[src/rtl/bcd_pkg.sv]
// Shared constants and state encoding for the serial packed-BCD adder/subtractor.
package bcd_pkg;

    localparam int unsigned BCD_DIGIT_W = 4;
    localparam int unsigned BCD_MAX     = 9;
    localparam int unsigned BCD_CORR    = 6;

    typedef enum logic [1:0] {
        StIdle = 2'd0,
        StRun  = 2'd1,
        StDone = 2'd2
    } bcd_state_e;

endpackage

[src/rtl/bcd_serial_adder_if.sv]
// Operand/result handshake bundle for bcd_serial_adder; master is the producer/consumer side.
interface bcd_serial_adder_if
    import bcd_pkg::*;
#(
    parameter int unsigned NDIGITS = 4
);

    localparam int unsigned W = BCD_DIGIT_W * NDIGITS;

    logic         in_valid;
    logic         in_ready;
    logic [W-1:0] a;
    logic [W-1:0] b;
    logic         sub;
    logic         out_valid;
    logic         out_ready;
    logic [W-1:0] result;
    logic         cout;
    logic         err;

    modport master (
        output in_valid, a, b, sub, out_ready,
        input  in_ready, out_valid, result, cout, err
    );

    modport slave (
        input  in_valid, a, b, sub, out_ready,
        output in_ready, out_valid, result, cout, err
    );

endinterface

[src/rtl/bcd_digit_add.sv]
// One decimal digit of add or nine's-complement subtract, with +6 correction above 9.
module bcd_digit_add
    import bcd_pkg::*;
(
    input  logic [3:0] i_a,
    input  logic [3:0] i_b,
    input  logic       i_cin,
    input  logic       i_sub,
    output logic [3:0] o_s,
    output logic       o_cout,
    output logic       o_bad
);

    logic [3:0] w_bx;
    logic [4:0] w_sum;
    logic [4:0] w_corr;

    // 4-bit wrap on 9-b keeps invalid digits on the same arithmetic path
    assign w_bx   = i_sub ? (4'(BCD_MAX) - i_b) : i_b;
    assign w_sum  = 5'(i_a) + 5'(w_bx) + 5'(i_cin);
    assign w_corr = w_sum + 5'(BCD_CORR);

    always_comb begin
        o_s    = w_sum[3:0];
        o_cout = 1'b0;
        if (w_sum > 5'(BCD_MAX)) begin
            o_s    = w_corr[3:0];
            o_cout = 1'b1;
        end
        o_bad = (i_a > 4'(BCD_MAX)) || (i_b > 4'(BCD_MAX));
    end

endmodule

[src/rtl/bcd_serial_adder.sv]
// Multi-digit packed-BCD adder/subtractor processing one digit per clock, LSD first.
module bcd_serial_adder
    import bcd_pkg::*;
#(
    parameter int unsigned NDIGITS = 4
) (
    input  logic               clk,
    input  logic               rst,
    bcd_serial_adder_if.slave  bus
);

    localparam int unsigned W        = BCD_DIGIT_W * NDIGITS;
    localparam int unsigned IDX_W    = (NDIGITS > 1) ? $clog2(NDIGITS) : 1;
    localparam logic [IDX_W-1:0] IDX_LAST = IDX_W'(NDIGITS - 1);

    bcd_state_e       r_state;
    bcd_state_e       w_state_nxt;
    logic [W-1:0]     r_a;
    logic [W-1:0]     r_b;
    logic [W-1:0]     r_res;
    logic             r_sub;
    logic             r_carry;
    logic             r_err;
    logic [IDX_W-1:0] r_idx;

    logic             w_accept;
    logic             w_run;
    logic             w_last;
    logic [3:0]       w_s;
    logic             w_cout;
    logic             w_bad;
    logic [W+3:0]     w_res_shift;

    bcd_digit_add u_digit (
        .i_a    (r_a[BCD_DIGIT_W-1:0]),
        .i_b    (r_b[BCD_DIGIT_W-1:0]),
        .i_cin  (r_carry),
        .i_sub  (r_sub),
        .o_s    (w_s),
        .o_cout (w_cout),
        .o_bad  (w_bad)
    );

    assign w_last = (r_idx == IDX_LAST);
    // New digit enters at the top so digit 0 lands in [3:0] after NDIGITS shifts
    assign w_res_shift = {w_s, r_res} >> BCD_DIGIT_W;

    always_ff @(posedge clk) begin
        if (rst) begin
            r_state <= StIdle;
        end else begin
            r_state <= w_state_nxt;
        end
    end

    always_comb begin
        w_state_nxt = r_state;
        w_accept    = 1'b0;
        w_run       = 1'b0;
        unique case (r_state)
            StIdle: begin
                if (bus.in_valid) begin
                    w_accept    = 1'b1;
                    w_state_nxt = StRun;
                end
            end
            StRun: begin
                w_run = 1'b1;
                if (w_last) begin
                    w_state_nxt = StDone;
                end
            end
            StDone: begin
                if (bus.out_ready) begin
                    w_state_nxt = StIdle;
                end
            end
            default: w_state_nxt = StIdle;
        endcase
    end

    always_ff @(posedge clk) begin
        if (rst) begin
            r_a     <= '0;
            r_b     <= '0;
            r_res   <= '0;
            r_sub   <= 1'b0;
            r_carry <= 1'b0;
            r_err   <= 1'b0;
            r_idx   <= '0;
        end else if (w_accept) begin
            r_a     <= bus.a;
            r_b     <= bus.b;
            r_sub   <= bus.sub;
            r_carry <= bus.sub;
            r_err   <= 1'b0;
            r_idx   <= '0;
        end else if (w_run) begin
            r_a     <= r_a >> BCD_DIGIT_W;
            r_b     <= r_b >> BCD_DIGIT_W;
            r_res   <= w_res_shift[W-1:0];
            r_carry <= w_cout;
            r_err   <= r_err | w_bad;
            if (!w_last) begin
                r_idx <= r_idx + IDX_W'(1);
            end
        end
    end

    assign bus.in_ready  = (r_state == StIdle);
    assign bus.out_valid = (r_state == StDone);
    assign bus.result    = r_res;
    assign bus.cout      = r_carry;
    assign bus.err       = r_err;

endmodule

[src/flat_wrapper.sv]
// flat-port wrapper written by rule: the top's interface ports become plain ports
module bcd_serial_adder_flat import bcd_pkg::*;
#(
    parameter int unsigned NDIGITS = 4
)
  (clk, rst, bus_in_valid, bus_a, bus_b, bus_sub, bus_out_ready, bus_in_ready, bus_out_valid, bus_result, bus_cout, bus_err);
  bcd_serial_adder_if #(.NDIGITS(NDIGITS)) bus_i ();
  input  logic clk;
  input  logic rst;
  input wire logic [$bits(bus_i.in_valid)-1:0] bus_in_valid;
  input wire logic [$bits(bus_i.a)-1:0] bus_a;
  input wire logic [$bits(bus_i.b)-1:0] bus_b;
  input wire logic [$bits(bus_i.sub)-1:0] bus_sub;
  input wire logic [$bits(bus_i.out_ready)-1:0] bus_out_ready;
  output wire logic [$bits(bus_i.in_ready)-1:0] bus_in_ready;
  output wire logic [$bits(bus_i.out_valid)-1:0] bus_out_valid;
  output wire logic [$bits(bus_i.result)-1:0] bus_result;
  output wire logic [$bits(bus_i.cout)-1:0] bus_cout;
  output wire logic [$bits(bus_i.err)-1:0] bus_err;
  assign bus_i.in_valid = bus_in_valid;
  assign bus_i.a = bus_a;
  assign bus_i.b = bus_b;
  assign bus_i.sub = bus_sub;
  assign bus_i.out_ready = bus_out_ready;
  assign bus_in_ready = bus_i.in_ready;
  assign bus_out_valid = bus_i.out_valid;
  assign bus_result = bus_i.result;
  assign bus_cout = bus_i.cout;
  assign bus_err = bus_i.err;
  bcd_serial_adder #(.NDIGITS(NDIGITS)) u_core (.clk(clk), .rst(rst), .bus(bus_i));
endmodule
[config.mk]
export PLATFORM = sky130hd
export DESIGN_NAME = bcd_serial_adder_flat
export DESIGN_NICKNAME = d
export VERILOG_FILES = /design/src/rtl/bcd_pkg.sv /design/src/rtl/bcd_serial_adder_if.sv /design/src/rtl/bcd_digit_add.sv /design/src/rtl/bcd_serial_adder.sv /design/src/flat_wrapper.sv
export SDC_FILE = /design/constraint.sdc
export NUM_CORES = 1
export LEC_CHECK = 0
export CAP_MARGIN = 10
export CORE_MARGIN = 2
export CORE_UTILIZATION = 45
export CTS_CLUSTER_DIAMETER = 200
export DETAILED_ROUTE_END_ITERATION = 10
export HOLD_SLACK_MARGIN = 0.03
export PLACE_DENSITY = 0.75
export SLEW_MARGIN = 10
export SYNTH_ARGS = -nofsm -noshare
export SYNTH_HDL_FRONTEND = slang
export SYNTH_HIERARCHICAL = 1
export SYNTH_SLANG_ARGS = --single-unit
[constraint.sdc]
create_clock -name clk -period 2.2 [get_ports clk]
set_input_delay 0.44 -clock clk [delete_from_list [all_inputs] [get_ports clk]]
set_output_delay 0.44 -clock clk [all_outputs]
set_load 0.01 [all_outputs]
# Yosys cells after proc, flatten, opt, wreduce, memory -nomap -nowiden
# Cells that the tools add are included.
# word_totals
ff_bits,55
in_bits,37
out_inout_bits,20
elab_cells,48
# classes
n_addsub,5
n_lt_le_gt_ge,3
eq_ne,6
muxes,16
n_bitwise,3
n_reduce_logical,7
# op_table
cell,n
$mux 16,4
$gt 4x4->1 const B,2
$mux 4,2
$mux 1,6
$mux 2,3
$pmux 2 s3,1
$add 4x4->5,1
$add 5x1->5,1
$gt 5x4->1 const B,1
$add 4x3->4 const B,1
$eq 2x2->1 const B,2
$ne 2x2->1 const B,2
$reduce_and 2->1,2
$sub 4x4->4 const A,1
$reduce_and 3->1,1
$add 2x1->2 const B,1
$eq 2x1->1 const B,1
$logic_not 2->1,1
$ne 2x1->1 const B,1
$not 1->1,2
$reduce_bool 2->1,1
$reduce_or 2->1,1
$logic_or 1x1->1,1
$or 1x1->1,1

# Logic depth before layout (Yosys ltp)
# logic_depth
word_depth,8
depth_mapped,12
ltp_nobuf,12

# Cells and area by module
# Netlist, hierarchy kept.
# by_module_without_submodules
mod,n_inst,cells_each,area_per_inst_um2,seq_area_each_um2
bcd_serial_adder,1,273,2268.4,1101.1
bcd_digit_add,1,38,291.5,0.0

# Least setup slack after synthesis
# OpenSTA, ideal clock, no wires.
# synth_timing
path_type,reg2reg
startpoint,reg u_core.r_b[1]
endpoint,reg u_core.r_res[14] (netlist: u_core/bus.result[14])
setup_ns,0.070
arrival_ns,2.385
t_required_ns,2.130
path_slack_ns,-0.256
stages_incl_launch_ff,13
path_buffers,0
period_less_slack_ns,2.456
cell_sequence,dfxtp_1 inv_1 ha_1 nand2_1 o21ai_0 ha_1 xnor2_1 ha_1 a31o_1 o31a_2 mux2i_1 nand2_1 a21oi_1
# synth_via
elab_chain_len,6
word_cells_on_any_way,7
classes_between,add/sub: 4; order compare: 1; mux: 2
# synth_rtl
item,line_no,text
"start, declared",bcd_serial_adder.sv:19,logic [W-1:0] r_b;
"start signal, assigned",bcd_serial_adder.sv:93,r_b <= bus.b;
"start signal, assigned",bcd_serial_adder.sv:100,r_b <= r_b >> BCD_DIGIT_W;
$sub 4x4->4,bcd_digit_add.sv:19,assign w_bx = i_sub ? (4'(BCD_MAX) - i_b) : i_b;
$mux 4 *,bcd_digit_add.sv:19,
$add 4x4->5 *,bcd_digit_add.sv:20,assign w_sum = 5'(i_a) + 5'(w_bx) + 5'(i_cin);
$add 5x1->5 *,bcd_digit_add.sv:20,
$add 4x3->4 or $gt 5x4->1 (tied branches),"bcd_digit_add.sv:21, bcd_digit_add.sv:26",
$mux 4 *,bcd_digit_add.sv:26,if (w_sum > 5'(BCD_MAX)) begin
named net u_core.w_s[2],bcd_serial_adder.sv:29,logic [3:0] w_s;
"end signal, assigned",bcd_serial_adder.sv:101,r_res <= w_res_shift[W-1:0];
"end, declared",bcd_serial_adder.sv:20,logic [W-1:0] r_res;
# The timed path passes the listed nets; every way through them passes the cells marked *.
# A chain may end at the register's enable or synchronous reset.

# Worst setup path in the final report
# layout_timing
startpoint,reg u_core.r_sub
endpoint,reg u_core.r_carry (netlist: u_core/bus.cout)
# layout_via
elab_chain_len,7
# layout_rtl
item,line_no,text
"start, declared",bcd_serial_adder.sv:21,logic r_sub;
"start signal, assigned",bcd_serial_adder.sv:94,r_sub <= bus.sub;
$mux 4,bcd_digit_add.sv:19,
$add 4x4->5,bcd_digit_add.sv:20,
$add 5x1->5,bcd_digit_add.sv:20,
$gt 5x4->1,bcd_digit_add.sv:26,
$mux 1,bcd_digit_add.sv:26,
named net u_core.w_cout,bcd_serial_adder.sv:30,logic w_cout;
$mux 1,bcd_serial_adder.sv:98,end else if (w_run) begin
$mux 1,bcd_serial_adder.sv:91,end else if (w_accept) begin
"end signal, assigned",bcd_serial_adder.sv:95,r_carry <= bus.sub;
"end signal, assigned",bcd_serial_adder.sv:102,r_carry <= w_cout;
"end, declared",bcd_serial_adder.sv:22,logic r_carry;
# The timed path passes the listed nets, and every way through them passes these cells. The select of a mux whose other input is x is not followed.

==> reports/qor.csv <==
stage,metric,value,unit
setup_path,"Largest stage delay, worst path",530,ps
detailed_routing,DRT iter0 DRCs,147,
min_path,WHS Path Cells,2,
logic_synthesis,"EDFF count, synth",0,
placed_design,PortBufs,56,
grt,pin count of the biggest net entering global routing,30,
min_path,hold path start,u_core/bus.result[0],
setup_path,Worst Setup End Kind,register,
detailed_routing,Final ANT Viol Nets,0,
power_and_ir_drop,Leak,0.00131,µW
logic_synthesis,unique cell type count in the Yosys netlist,32,
logic_synthesis,Yosys top cell area share,0.430,
detailed_routing,vias after detailed routing,2364,
detailed_routing,WL/cell,13.7,µm
timing,hold_ws,462,ps
clocking,CTS tree,done,
clocking,Clock Tree Root,clkbuf_8,
timing,Slew @ Worst Pin,744,ps
timing,Setup TNS Final,-1120,ps
grt,GR Overflow Total,0,
floorplan,Die Height,79.4,µm
floorplan,width of the die,79.4,µm
timing,Tmin final,2490,ps
detailed_routing,total wire length,6090,µm
timing,# setup viols final,4,
timing,crit share post-route,1.13,
floorplan,FP Rows,27,
detailed_routing,DRC,0,
setup_path,Critical Path Slowest Stage Cell,fa_2,
logic_synthesis,list of most frequent post-synthesis cells,"55 x dfxtp_1, 49 x nor2_1, 46 x nand2_1",
layout,Layout area overhead,35.1,%
layout,share of layout cells above drive strength 1,0.137,
placed_design,post-DP HPWL,4290,µm
floorplan,initial core utilization,0.465,
logic_synthesis,XOR/XNOR Fraction of Synth Area,0.0171,
clocking,CTS Hold Bufs,0,
outcome,violations in the final reports,negative setup slack,
layout,ANT cells,0,
timing,Hold Fails Final Rpt,0,
logic_synthesis,top post-synthesis cells by area,"dfxtp_1 43%, a211oi_1 7.3%, nor2_1 7.2%",
logic_synthesis,Post-Synthesis Cells,311,
logic_synthesis,largest family of logic cells by synthesized area,compound AO/OA/AOI/OAI gates,
floorplan,Ports,57,
logic_synthesis,async set-or-reset flop fraction in the synthesized netlist,0,
clocking,Num CTS Buffers,5,
grt,initial antenna violation count,0,
floorplan,core area,5510,µm²
logic_synthesis,Compound-Gate Fraction of Synth Area,0.240,
grt,first-pass GRT wire length,10100,µm
logic_synthesis,register bit total from synthesis,55,
grt,total track usage,0.203,
setup_path,worst-path cell chain,"xnor2_2, fa_2, inv_2, fa_2, inv_2, ha_4, a31o_4, o31a_4, inv_1, nand2_1, a211oi_1",
logic_synthesis,"count leader, synth",dfxtp_1,
logic_synthesis,Post-Synth Adder-Cell Area,0.0450,
clocking,CTS H-tree depth,2,
job,Max Cap Viol,0,
power_and_ir_drop,Worst VDD drop,0.371,mV
timing,"Slew Viols, Final",0,
logic_synthesis,Synth Warn #,6,
timing,RSZ-0062 raised after global routing,true,
setup_path,crit path launch type,register,
setup_path,r2r setup slk,-290,ps
timing,final worst slack,-289,ps
timing,worst-case clock skew,15.3,ps
placed_design,Final Wtd Congestion,0.833,
logic_synthesis,synthesized net count,356,
logic_synthesis,Avg Inst Size Synth,8.23,µm²
setup_path,RR Endpoint,u_core/bus.cout,
setup_path,Crit path arrival time,2720,ps
timing,Max Freq,402,MHz
setup_path,WP data required,2430,ps
layout,Finished Core Util,0.628,
detailed_routing,DR pass1 iterations,4,
setup_path,reg2reg path depth,11,
outcome,status,"complete, but fails checks",
logic_synthesis,post-synthesis sequential area ratio,0.430,
setup_path,CP Max Fanout,3,
clocking,worst-skew pair later-pin latency,310,ps
power_and_ir_drop,pwr dens,726,nW/µm²
logic_synthesis,Synth Area in Simple Gates,0.195,
setup_path,worst r2r src,u_core/r_sub,
setup_path,Crit Path Category,register to register,
min_path,HP Class,register to register,
grt,vias in the first global route,2137,
detailed_routing,drt via density,5.32,
power_and_ir_drop,"Power, Total",2510,µW
logic_synthesis,Post-Syn Area,2560,µm²
timing,Rel. slew slack,0.504,
logic_synthesis,Synth Flop Type,dfxtp_1,
min_path,Worst Hold End,u_core/bus.result[0],
clocking,clk sinks,55,
logic_synthesis,Synth area leader,dfxtp_1,
clocking,Clock Path Buffers,2,
clocking,"CTS clk-pin slew, worst paths",100,ps
floorplan,Die ar.,6310,µm²
placed_design,"worst slack, placed",-354,ps
layout,Layout Nets,416,
logic_synthesis,multiplexer share of the synthesized area,0.00782,
==> metal layers <==
| metal | GRT usage | part of all wire | vias up |
|---|---|---|---|
| met1 | 0.267 | 0.45 | 1112 |
| met4 | 0.0603 | 0.0080 | 0 |
| met5 | 0 | 0 | - |
| li1 | - | - | 1197 |
| met2 | 0.338 | 0.50 | 51 |
| met3 | 0.0385 | 0.043 | 4 |
==> sequential cells by signal (all words and copies together), names as in the netlist <==
| register | count |
|---|---|
| u_core/bus.result | 16 |
| u_core/bus.cout | 1 |
| u_core/r_a | 16 |
| u_core/bus.err | 1 |
| u_core/r_sub | 1 |
| u_core/r_idx | 2 |
| u_core/r_state | 2 |
| u_core/r_b | 16 |
==> timing repair <==
action                                  in CTS  in global routing
buffers inserted                             0                  1
endpoints found under the setup margin       4                  4
pin swaps                                    0                  2
resized for setup                            9                  7
==> how the worst max path moves through the flow <==
stage                             start                     to  slack [ps]  depth (start not counted)
after floorplan           u_core/r_b[1]  u_core/bus.result[14]        -130                         12
after detailed placement  u_core/r_b[0]  u_core/bus.result[15]        -350                         11
after CTS                 u_core/r_b[0]  u_core/bus.result[13]        -250                         11
final                      u_core/r_sub        u_core/bus.cout        -290                         11
after global placement    u_core/r_b[0]  u_core/bus.result[15]        -210                         11
after global routing       u_core/r_sub  u_core/bus.result[15]        -390                         11
==> critical path: cells and delay by family, from the launching register on <==
family	cells	cell delay (ps)
xor+xnor	1	190
fa+ha+maj	3	940
flops	1	350
buf+inv	3	170
simple gates	1	40
compound gates	3	720
==> cell usage in the layout, fill, tap and decap left out, drive strengths merged <==
| master | n |
|---|---|
| a2111oi | 1 |
| a211oi | 25 |
| a21boi | 1 |
| a21o | 1 |
| a21oi | 30 |
| a22oi | 1 |
| a31o | 1 |
| and3b | 1 |
| buf | 22 |
| bufinv | 1 |
| clkbuf | 6 |
| clkdlybuf4s50 | 55 |
| dfxtp | 55 |
| fa | 2 |
| ha | 6 |
| inv | 12 |
| mux2i | 2 |
| nand2 | 46 |
| nand2b | 2 |
| nand3 | 8 |
| nand3b | 1 |
| nor2 | 49 |
| nor2b | 2 |
| nor3 | 3 |
| nor3b | 2 |
| o21ai | 3 |
| o21ba | 1 |
| o22ai | 4 |
| o2bb2ai | 20 |
| o31a | 1 |
| or2 | 2 |
| or3b | 1 |
| xnor2 | 5 |
==> stage by stage <==
stage / instances / area (µm²)
detailed placement: 435 / 3270
global placement: 435 / 3270
CTS: 443 / 3410
finish: 444 / 3460
floorplan: 311 / 2570
global route: 444 / 3460
==> report_power, final <==
group | internal, µW | switching [µW]
registers | 1070 | 50.3
clock network | 344 | 333
logic | 379 | 333
total | 1800 | 716
==> cell type report <==
class	count	area [µm²]
clock buffer	6	72.6
clock inverter	2	38.8
fill	505	2050
inverter	11	41.3
multi-input combinational	221	1370
sequential	55	1100
tap	72	90.1
timing repair buffer	77	738
==> cell families after synthesis <==
logic type               count (synthesis)
AO/OA/AOI/OAI                           89
adder cells (fa/ha/maj)                  8
XOR/XNOR                                 5
multiplexers                             2
buffers and inverters                   35
flip-flops                              55
AND/OR/NAND/NOR                        117
No activity file was read; power rests on OpenSTA's default activity.
